File: src/rtl/pipe_buf_pkg.sv
// Shared pipeline constants: stage payload widths and base opcode encodings.
package pipe_buf_pkg;

  // Instruction word and program counter widths
  localparam int INSN_W = 32;
  localparam int PC_W   = 32;

  // Inter-stage payload widths
  localparam int IF_ID_W = INSN_W + PC_W;
  localparam int ID_EX_W = INSN_W + PC_W;
  localparam int EX_MA_W = INSN_W + PC_W;
  localparam int MA_WB_W = INSN_W + PC_W;

  // Base opcode field encodings (instruction bits [6:0])
  typedef enum logic [6:0] {
    OP_LOAD   = 7'b0000011,
    OP_IMM    = 7'b0010011,
    OP_AUIPC  = 7'b0010111,
    OP_STORE  = 7'b0100011,
    OP_REG    = 7'b0110011,
    OP_LUI    = 7'b0110111,
    OP_BRANCH = 7'b1100011,
    OP_JALR   = 7'b1100111,
    OP_JAL    = 7'b1101111
  } opcode_e;

  // IF/ID payload layout: instruction word in the upper half, PC in the lower
  typedef struct packed {
    logic [INSN_W-1:0] insn;
    logic [PC_W-1:0]   pc;
  } if_id_t;

endpackage

File: src/rtl/pipe_buf_ram.sv
// Storage for pipe_buf: one write port, one synchronous read port.
module pipe_buf_ram
  import pipe_buf_pkg::*;
#(
  parameter int DATA_W = IF_ID_W,
  parameter int DEPTH  = 2,
  parameter int ADDR_W = $clog2(DEPTH)
) (
  input  logic              clk,
  input  logic              rst,
  input  logic              we,
  input  logic [ADDR_W-1:0] waddr,
  input  logic [DATA_W-1:0] wdata,
  input  logic              re,
  input  logic [ADDR_W-1:0] raddr,
  output logic [DATA_W-1:0] rdata
);

  logic [DATA_W-1:0] mem [DEPTH];

  // Array write; contents are never reset because they are invisible while empty
  always_ff @(posedge clk) begin
    if (we) begin
      mem[waddr] <= wdata;
    end
  end

  // Registered read; output holds its value between reads and clears on reset
  always_ff @(posedge clk or posedge rst) begin
    if (rst) begin
      rdata <= '0;
    end else if (re) begin
      rdata <= mem[raddr];
    end
  end

endmodule

File: src/rtl/pipe_buf.sv
// Pipeline stage buffer: small FIFO with level requests and one-cycle ack pulses.
module pipe_buf
  import pipe_buf_pkg::*;
#(
  parameter int DATA_W = IF_ID_W,
  parameter int DEPTH  = 2
) (
  input  logic              clk,
  input  logic              rst,
  input  logic              we,
  input  logic [DATA_W-1:0] wdata,
  output logic              wack,
  input  logic              re,
  output logic [DATA_W-1:0] rdata,
  output logic              rack,
  output logic              avail,
  output logic              full,
  input  logic              flush
);

  localparam int PTR_W = $clog2(DEPTH);
  localparam int CNT_W = $clog2(DEPTH + 1);

  logic [PTR_W-1:0] wptr_reg;
  logic [PTR_W-1:0] rptr_reg;
  logic [CNT_W-1:0] count_reg;
  logic [CNT_W-1:0] count_next;
  logic             wack_reg;
  logic             rack_reg;
  logic             avail_reg;
  logic             full_reg;
  logic             wr_go;
  logic             rd_go;

  // A request is serviced only when its ack is low, so a held level is taken once;
  // full/avail are the registered pre-edge view of count.
  assign wr_go = we && !wack_reg && !full_reg  && !flush;
  assign rd_go = re && !rack_reg && avail_reg && !flush;

  // Occupancy after this edge; flush wins over everything
  always_comb begin
    count_next = count_reg;
    if (flush) begin
      count_next = '0;
    end else if (wr_go && !rd_go) begin
      count_next = count_reg + 1'b1;
    end else if (rd_go && !wr_go) begin
      count_next = count_reg - 1'b1;
    end
  end

  // Pointers, count, status flags and ack pulses
  always_ff @(posedge clk or posedge rst) begin
    if (rst) begin
      wptr_reg  <= '0;
      rptr_reg  <= '0;
      count_reg <= '0;
      wack_reg  <= 1'b0;
      rack_reg  <= 1'b0;
      avail_reg <= 1'b0;
      full_reg  <= 1'b0;
    end else begin
      if (flush) begin
        wptr_reg <= '0;
        rptr_reg <= '0;
      end else begin
        if (wr_go) wptr_reg <= wptr_reg + 1'b1;
        if (rd_go) rptr_reg <= rptr_reg + 1'b1;
      end
      count_reg <= count_next;
      wack_reg  <= wr_go;
      rack_reg  <= rd_go;
      avail_reg <= (count_next != '0);
      full_reg  <= (count_next == CNT_W'(DEPTH));
    end
  end

  pipe_buf_ram #(
    .DATA_W (DATA_W),
    .DEPTH  (DEPTH),
    .ADDR_W (PTR_W)
  ) u_ram (
    .clk   (clk),
    .rst   (rst),
    .we    (wr_go),
    .waddr (wptr_reg),
    .wdata (wdata),
    .re    (rd_go),
    .raddr (rptr_reg),
    .rdata (rdata)
  );

  assign wack  = wack_reg;
  assign rack  = rack_reg;
  assign avail = avail_reg;
  assign full  = full_reg;

endmodule

File: config.mk
export PLATFORM = sky130hd
export DESIGN_NAME = pipe_buf
export DESIGN_NICKNAME = d
export VERILOG_FILES = /design/src/rtl/pipe_buf_pkg.sv /design/src/rtl/pipe_buf_ram.sv /design/src/rtl/pipe_buf.sv
export SDC_FILE = /design/constraint.sdc
export NUM_CORES = 1
export LEC_CHECK = 0
export ABC_AREA = 1
export CAP_MARGIN = 0
export CORE_MARGIN = 1
export CORE_UTILIZATION = 46
export DETAILED_ROUTE_END_ITERATION = 6
export PLACE_DENSITY = 0.75
export SYNTH_ARGS = -nofsm -noshare
export SYNTH_HDL_FRONTEND = slang
export SYNTH_SLANG_ARGS = --single-unit
File: constraint.sdc
create_clock -name clk -period 3.8 [get_ports clk]
set_clock_uncertainty 0.1 [all_clocks]
set_input_delay 0.95 -clock clk [delete_from_list [all_inputs] [get_ports clk]]
set_output_delay 0.95 -clock clk [all_outputs]
set_load 0.02 [all_outputs]
## After elaboration in Yosys (flattened, before gate mapping)

Memories as Yosys holds them, arrays and structs flattened. A register that Yosys moved wholly into a read port is not among the register bits.
Index checks and enable logic that the tools add are counted.

- Bits in registers: 8
- Bits of input ports: 69
- Memories: 1
- Word-level logic and storage cells: 39
- Memory bits (writable): 128
- Output and inout port bits: 68

Memories:

| memory | words | bits a word | read ports | clocked after memory_dff | write ports | line | text |
|---|---|---|---|---|---|---|---|
| u_ram.mem | 2 | 64 | 1 | 1 | 1 | pipe_buf_ram.sv:19 | `logic [DATA_W-1:0] mem [DEPTH];` |

- Reductions and logical operators: 17
- Muxes and demuxes: 9
- Add/subtract/negate cells: 4
- Eq/ne operators: 1

Operator list:

| kind | number |
|---|---|
| logical AND 1 bit | 8 |
| logical NOT 1 bit | 6 |
| 2-to-1 mux 1 bit | 6 |
| 2-to-1 mux 2 bit | 3 |
| nonzero test 2 bit | 3 |
| adder 1 bit, second input constant | 2 |
| adder 2 x 1 -> 2 bit, second input constant | 1 |
| == test 2 bit, second input constant | 1 |
| subtractor 2 x 1 -> 2 bit, second input constant | 1 |

## Longest topological paths before layout

Gate-level depths: netlist of run 1.

- Word-level depth: 10
- Depth in mapped cells: 8
- Gate-level depth less buffers: 8

## Cells and area by module

A second synthesis of run 1 with hierarchy kept.

- Cells, all modules: 718
- Area, all modules: 7846.3 um^2

Modules (own cells, without submodules):

| module | area each (um^2) | times used | cells each | seq. area each (um^2) |
|---|---|---|---|---|
| pipe_buf_ram | 7433.4 | 1 | 673 | 5445.2 |
| pipe_buf | 412.9 | 1 | 45 | 200.2 |

## Worst setup path after synthesis of run 1

Ideal clock, no wire load.

- Kind: input to register
- Start point: input we
- End point: memory u_ram.mem[0][0] (netlist bit), enable pin
- Data arrival time: 4001 ps
- Buffers on the path: 0
- Library setup time: 487 ps
- Cell stages on the path: 4
- Required time: 3213 ps
- Slack: -788 ps
- Path through: nand3_1 -> nor2_2 -> inv_1 -> nor2_1

- Word-level cells in the longest chain between the ends: 5

RTL lines:

| item | line | text |
|---|---|---|
| from (decl) | pipe_buf.sv:10 | `input logic we,` |
| logical AND 1 bit (3 in a row) | pipe_buf.sv:37 | `assign wr_go = we && !wack_reg && !full_reg && !flush;` |
| via u_ram.we | pipe_buf_ram.sv:11 | `input logic we,` |
| 2-to-1 mux 1 bit | pipe_buf_ram.sv:23 | `if (we) begin` |
| 2-to-1 mux 1 bit (not written as such) | pipe_buf_ram.sv:24 | `mem[waddr] <= wdata;` |
| to (decl) | pipe_buf_ram.sv:19 |  |

The timed path passes the listed nets, and every way through them passes these cells.

## Final worst setup path of run 1

- Start point: input we
- End point: memory u_ram.mem[0][47] (netlist bit), enable pin

The elaborated chain is that of the path after synthesis.

==> results of run 1 <==
==> stage by stage <==
step / total power, mW / hold WS [ns] / worst slack, ns
6_report: 6.61 / 0.428 / 1.29
5_1_grt: 6.93 / 0.452 / 1.22
4_1_cts: 6.67 / 0.430 / 1.27
3_5_place_dp: 4.87 / 0.421 / 0.894
3_3_place_gp: 4.81 / 0.414 / 0.958
2_1_floorplan: 3.89 / 0.399 / 0.277
==> cell usage in the layout (no fill, tap or decap), drive strengths merged <==
cell	synthesis	layout
clkinvlp	0	2
nor3	1	1
bufinv	0	1
clkbuf	11	23
nand3	7	7
a21oi	2	2
nand2	141	141
clkdlybuf4s50	0	136
dfrtp	72	72
edfxtp	128	128
buf	17	7
clkinv	0	6
inv	10	10
nor2	70	70
a31oi	64	64
nand4	1	1
o21ai	2	2
==> final timing paths <==
check | startpoint | to | slack (ns) | cells after the start
max | we | u_ram.mem[0][47]$_DFFE_PP_ | 1.29 | 6
min | u_ram.mem[0][2]$_DFFE_PP_ | u_ram.rdata[2]$_DFFE_PP0P_ | 0.43 | 2
max reg2reg | wack$_DFF_PP0_ | u_ram.mem[0][47]$_DFFE_PP_ | 1.84 | 6
min reg2reg | u_ram.mem[0][2]$_DFFE_PP_ | u_ram.rdata[2]$_DFFE_PP0P_ | 0.43 | 2
max in group asynchronous | rst | u_ram.rdata[20]$_DFFE_PP0P_ | 2.12 | 3
min in group asynchronous | rst | u_ram.rdata[22]$_DFFE_PP0P_ | 0.82 | 2
==> routing by layer <==
metal / vias up / part of all wire / global-route usage / routed length, um
met5: - / 0 / 0 / 0
met4: 0 / 0.020 / 0.0780 / 269
met3: 28 / 0.052 / 0.0497 / 693
li1: 2106 / - / - / -
met2: 153 / 0.50 / 0.298 / 6690
met1: 2175 / 0.43 / 0.228 / 5800
==> final cells by class <==
type                    count  area [um2]
clock inverters             9        83.8
clock buffers              23         532
repair buffers            143        1460
fillers                  1141        5860
inverters                  10        38.8
flip-flops and latches    200        5650
well taps                 188         235
multi-input cells         288        1290
==> logic make-up after synthesis <==
family | count (synthesis)
compound gates | 68
buf+inv | 38
flops | 200
simple gates | 220
==> worst reg2reg max path, cell delays in order, from the launching register on <==
cell and delay (ns):
dfrtp_1 0.39, inv_1 0.06, nand3_1 0.22, nor2_2 0.25
inv_1 0.11, nor2_4 0.11, buf_12 0.33
==> report_power, final <==
| group | total, mW | leakage [nW] | internal, mW | switching [mW] |
|---|---|---|---|---|
| combinational | 1.83 | 1.17 | 0.876 | 0.958 |
| sequential | 2.97 | 1.99 | 2.74 | 0.229 |
| clock | 1.80 | 0.301 | 1.06 | 0.742 |
==> synthesized netlist by cell type (all sizes together) <==
cell type	n
nor3	1
nor2	70
dfrtp	72
inv	10
nand2	141
nand4	1
buf	17
nand3	7
o21ai	2
a21oi	2
clkbuf	11
a31oi	64
edfxtp	128
==> impl_metrics.env, run 1 <==
export IMPL_syn_area_mm2=0.00709
export IMPL_initial_utilization=0.468
export IMPL_clk_insertion_delay_late_ns=0.42
export IMPL_seq_area_frac_synth=0.796
export IMPL_cp_required_ns=3.79
export IMPL_critPathKind="input pin to flop"
export IMPL_power_density_mw_per_mm2=711
export IMPL_n_antenna_cell=0
export IMPL_path_max_fanout=64
export IMPL_syn_nets=595
export IMPL_num_vias=4462
export IMPL_worstPathArrival_ns=2.49
export IMPL_cp_top_family="buffers and inverters"
export IMPL_globalplace_congestion=0.806
export IMPL_route_detailed_drc=0
export IMPL_cts_buffers=17
export IMPL_dieArea_mm2=0.0159
export IMPL_synth_top_family_by_area="simple AND/OR/NAND/NOR gates"
export IMPL_io_pins=137
export IMPL_p_leak_nw=3.46
export IMPL_grt_max_degree=80
export IMPL_status="finished, final reports clean"
export IMPL_hold_buffers=0
export IMPL_die_width_um=126
export IMPL_ctsResizeCount=0
export IMPL_rsz0062_at_grt="no"
export IMPL_row_count=45
export IMPL_yosysTopAreaCell="edfxtp_1"
export IMPL_grt_ovfl_total=0
export IMPL_cp_slowest_stage_delay_ns=0.45
export IMPL_ys_seq_elements=200
export IMPL_antenna_found_initial=0
export IMPL_path_cells="clkdlybuf4s50_1 -> nand3_1 -> nor2_2 -> inv_1 -> nor2_4 -> buf_12"
export IMPL_synth_area_leaders="edfxtp_1 54%, dfrtp_1 25%, nand2_1 7.5%"
export IMPL_fin_nets=729
export IMPL_instances_no_fill=861
export IMPL_fmax_mhz=399
export IMPL_slowest_stage="clkdlybuf4s50_1"
export IMPL_track_usage=0.182
export IMPL_synth_xor_area_frac=0
export IMPL_area_growth_pct=31.0
export IMPL_layout_drive_gt1_share=0.0669
export IMPL_yosys_warnings=0
export IMPL_final_hold_viol_count=0
export IMPL_netlist_instances=526
export IMPL_critPathLaunchType="input pin"
export IMPL_cts_htree_levels=4
export IMPL_fin_crit_ns=2.51
export IMPL_cts_max_path_buffers=2
export IMPL_largest_register_ffs=128
export IMPL_dp_cells=829
export IMPL_hpwlAfterDp_mm=8.09
export IMPL_drt_iter0_drc=276
export IMPL_maxCapViolCount=0
export IMPL_grt_pass1_wl_mm=21.7
export IMPL_place_area_mm2=0.00867
export IMPL_post_route_period_util=0.659
export IMPL_endpoint_kind="flop"
export IMPL_firstDrtPassIters=5
export IMPL_wl_mm=13.5
export IMPL_hold_class="flop to flop"
export IMPL_ys_types=16
export IMPL_cts_sinks=200
export IMPL_routedWlPerCell_um=15.6
export IMPL_synthAdderAreaFrac=0
export IMPL_numPortBuffers=136
export IMPL_vdd_drop_max_v=0.000377
export IMPL_synth_top_area_share=0.542
export IMPL_finalSetupTns_ns=0
export IMPL_antenna_left=0
export IMPL_post_route_util=0.613
export IMPL_post_cts_buffers=0
export IMPL_grt_pass1_vias=4360
export IMPL_syn_area_per_cell_um2=13.5
export IMPL_drv_slew=0
export IMPL_cts_root_buf="clkbuf_16"
export IMPL_coreArea_mm2=0.0151
export IMPL_vias_per_cell=5.18
export IMPL_synthMuxAreaShare=0
export IMPL_synth_compound_area_share=0.0593
export IMPL_cts_tree="done"
export IMPL_die_y_um=126
export IMPL_setup_viol=0
export IMPL_slew_limit_headroom=0.206
export IMPL_tightest_slew_ns=1.19
export IMPL_cts_clk_slew_worst_paths_ns=0.06
export IMPL_critPathBufInv=3
export IMPL_yosys_area_share_simple=0.119
export IMPL_finalInstanceArea_mm2=0.00929
Note: power is estimated with default switching activity, not from simulation.
==> inputs of run 2 (changes only) <==
--- a/config.mk
+++ b/config.mk
@@ -8,9 +8,9 @@
 export ABC_AREA = 1
 export CAP_MARGIN = 0
 export CORE_MARGIN = 1
-export CORE_UTILIZATION = 46
+export CORE_UTILIZATION = 51
 export DETAILED_ROUTE_END_ITERATION = 6
-export PLACE_DENSITY = 0.75
+export PLACE_DENSITY = 0.79
 export SYNTH_ARGS = -nofsm -noshare
 export SYNTH_HDL_FRONTEND = slang
 export SYNTH_SLANG_ARGS = --single-unit
==> constraint.sdc (replaced) <==
create_clock -name clk -period 2.6 [get_ports clk]
set_clock_uncertainty 0.1 [all_clocks]
set_input_delay 0.65 -clock clk [delete_from_list [all_inputs] [get_ports clk]]
set_output_delay 0.65 -clock clk [all_outputs]
set_load 0.02 [all_outputs]
==> impl_metrics.env, run 2 (same netlist as run 1, synthesis figures left out) <==
export IMPL_status="finished, final reports clean"
export IMPL_mostFrequentLayoutCell="nand2_1"
export IMPL_grt_pass1_wl_mm=22.4
export IMPL_wl_mm=14.2
export IMPL_ctsResizeCount=0
export IMPL_cts_buffers=17
export IMPL_critPathLaunchType="flop"
export IMPL_cts_clk_slew_worst_paths_ns=0.07
export IMPL_path_max_fanout=3
export IMPL_slew_limit_headroom=0.534
export IMPL_setup_viol=0
export IMPL_die_y_um=120
export IMPL_num_vias=4484
export IMPL_cts_tree="done"
export IMPL_path_cells="clkdlybuf4s50_1"
export IMPL_final_cell_mix="141 x nand2_1, 136 x clkdlybuf4s50_1, 128 x edfxtp_1"
export IMPL_vias_per_cell=5.24
export IMPL_slowest_stage="clkdlybuf4s50_1"
export IMPL_hpwlAfterDp_mm=9.09
export IMPL_worstPathArrival_ns=1.46
export IMPL_power_density_mw_per_mm2=1030
export IMPL_place_ws_ns=0.196
export IMPL_firstDrtPassIters=5
export IMPL_tightest_slew_ns=0.699
export IMPL_layout_drive_gt1_share=0.0721
export IMPL_holdWs_ns=0.426
export IMPL_cp_required_ns=1.85
export IMPL_fmax_mhz=452
export IMPL_rsz0062_at_grt="no"
export IMPL_dieArea_mm2=0.0144
export IMPL_finalSetupTns_ns=0
export IMPL_routedWlPerCell_um=16.6
export IMPL_vdd_drop_max_v=0.000525
export IMPL_cp_top_family="buffers and inverters"
export IMPL_endpoint_kind="output port"
export IMPL_grt_pass1_vias=4406
export IMPL_die_width_um=120
export IMPL_io_pins=137
export IMPL_ff2ff_path_depth=6
export IMPL_layout_setup_ws_ns=0.388
export IMPL_hold_buffers=0
export IMPL_fin_crit_ns=2.21
export IMPL_coreArea_mm2=0.0134
export IMPL_cts_max_path_buffers=2
export IMPL_maxCapViolCount=0
export IMPL_critPathBufInv=1
export IMPL_antenna_left=0
export IMPL_n_antenna_cell=0
export IMPL_initial_utilization=0.529
export IMPL_p_leak_nw=3.47
export IMPL_cp_slowest_stage_delay_ns=0.62
export IMPL_antenna_found_initial=0
export IMPL_row_count=42
export IMPL_crit_cells=1
export IMPL_cts_htree_levels=4
export IMPL_p_total_mw=9.59
export IMPL_largest_register_ffs=128
export IMPL_area_growth_pct=31.5
export IMPL_grt_max_degree=65
export IMPL_cts_root_buf="clkbuf_16"
export IMPL_track_usage=0.210
export IMPL_clk_insertion_delay_late_ns=0.42
export IMPL_grt_ovfl_total=0
export IMPL_cts_sinks=200
export IMPL_route_detailed_drc=0
export IMPL_drt_iter0_drc=386
export IMPL_numPortBuffers=136
export IMPL_post_route_util=0.696
export IMPL_post_route_period_util=0.851
export IMPL_post_cts_buffers=0
export IMPL_fin_nets=736
export IMPL_globalplace_congestion=0.814
export IMPL_hold_class="input pin to asynchronous set/reset pin"
export IMPL_drv_slew=0
export IMPL_critPathKind="flop to output port"
export IMPL_final_hold_viol_count=0
==> run 2: cell types whose count changed in the layout (fill, tap and decap cells not counted), sizes merged <==
cell | before | now
inv | 10 | 12
buf | 7 | 14
clkinv | 6 | 4
==> run 2: layout make-up <==
type                            instances  area, um2
Sequential cell                       200       5650
Fill cell                             883       4080
Timing Repair Buffer                  150       1570
Multi-Input combinational cell        288       1290
Clock buffer                           23        468
Tap cell                              176        220
Clock inverter                          9       93.8
Inverter                               10       38.8
==> run 2: path summary, 6_finish.rpt <==
kind	from	end	slack [ns]
setup / recovery	rack$_DFF_PP0_	rack	0.39
hold / removal	rst	u_ram.rdata[9]$_DFFE_PP0P_	0.43
setup reg to reg	full$_DFF_PP0_	u_ram.mem[0][58]$_DFFE_PP_	0.87
hold reg to reg	u_ram.mem[1][34]$_DFFE_PP_	u_ram.rdata[34]$_DFFE_PP0P_	0.43
max in group asynchronous	rst	u_ram.rdata[38]$_DFFE_PP0P_	1.45
min in group clk	u_ram.mem[1][34]$_DFFE_PP_	u_ram.rdata[34]$_DFFE_PP0P_	0.43
==> run 2: metal layers <==
layer  share of wire  vias to the layer above  GRT usage
li1                -                     2120          -
met1            0.39                     2171      0.252
met2            0.53                      166      0.363
met3           0.052                       27     0.0423
met4           0.024                        0     0.0992
met5               0                        -          0
==> run 2: power by group <==
part	switching, mW	total (mW)	internal [mW]
Clock	1.11	2.49	1.38
Sequential	0.345	4.36	4.01
Combinational	1.44	2.74	1.30
Total	2.90	9.59	6.70
==> run 2: metrics by stage <==
step,instance area (um2),cells
2_1_floorplan,7100,526
3_3_place_gp,8760,824
3_5_place_dp,8760,824
4_1_cts,9320,856
5_1_grt,9320,856
6_report,9320,856
==> inputs of run 3 (changes only) <==
--- a/config.mk
+++ b/config.mk
@@ -14,3 +14,4 @@
 export SYNTH_ARGS = -nofsm -noshare
 export SYNTH_HDL_FRONTEND = slang
 export SYNTH_SLANG_ARGS = --single-unit
+export TNS_END_PERCENT = 100
==> results of run 3 <==
The final DEF is identical to that of run 2; final timing and power are the same.
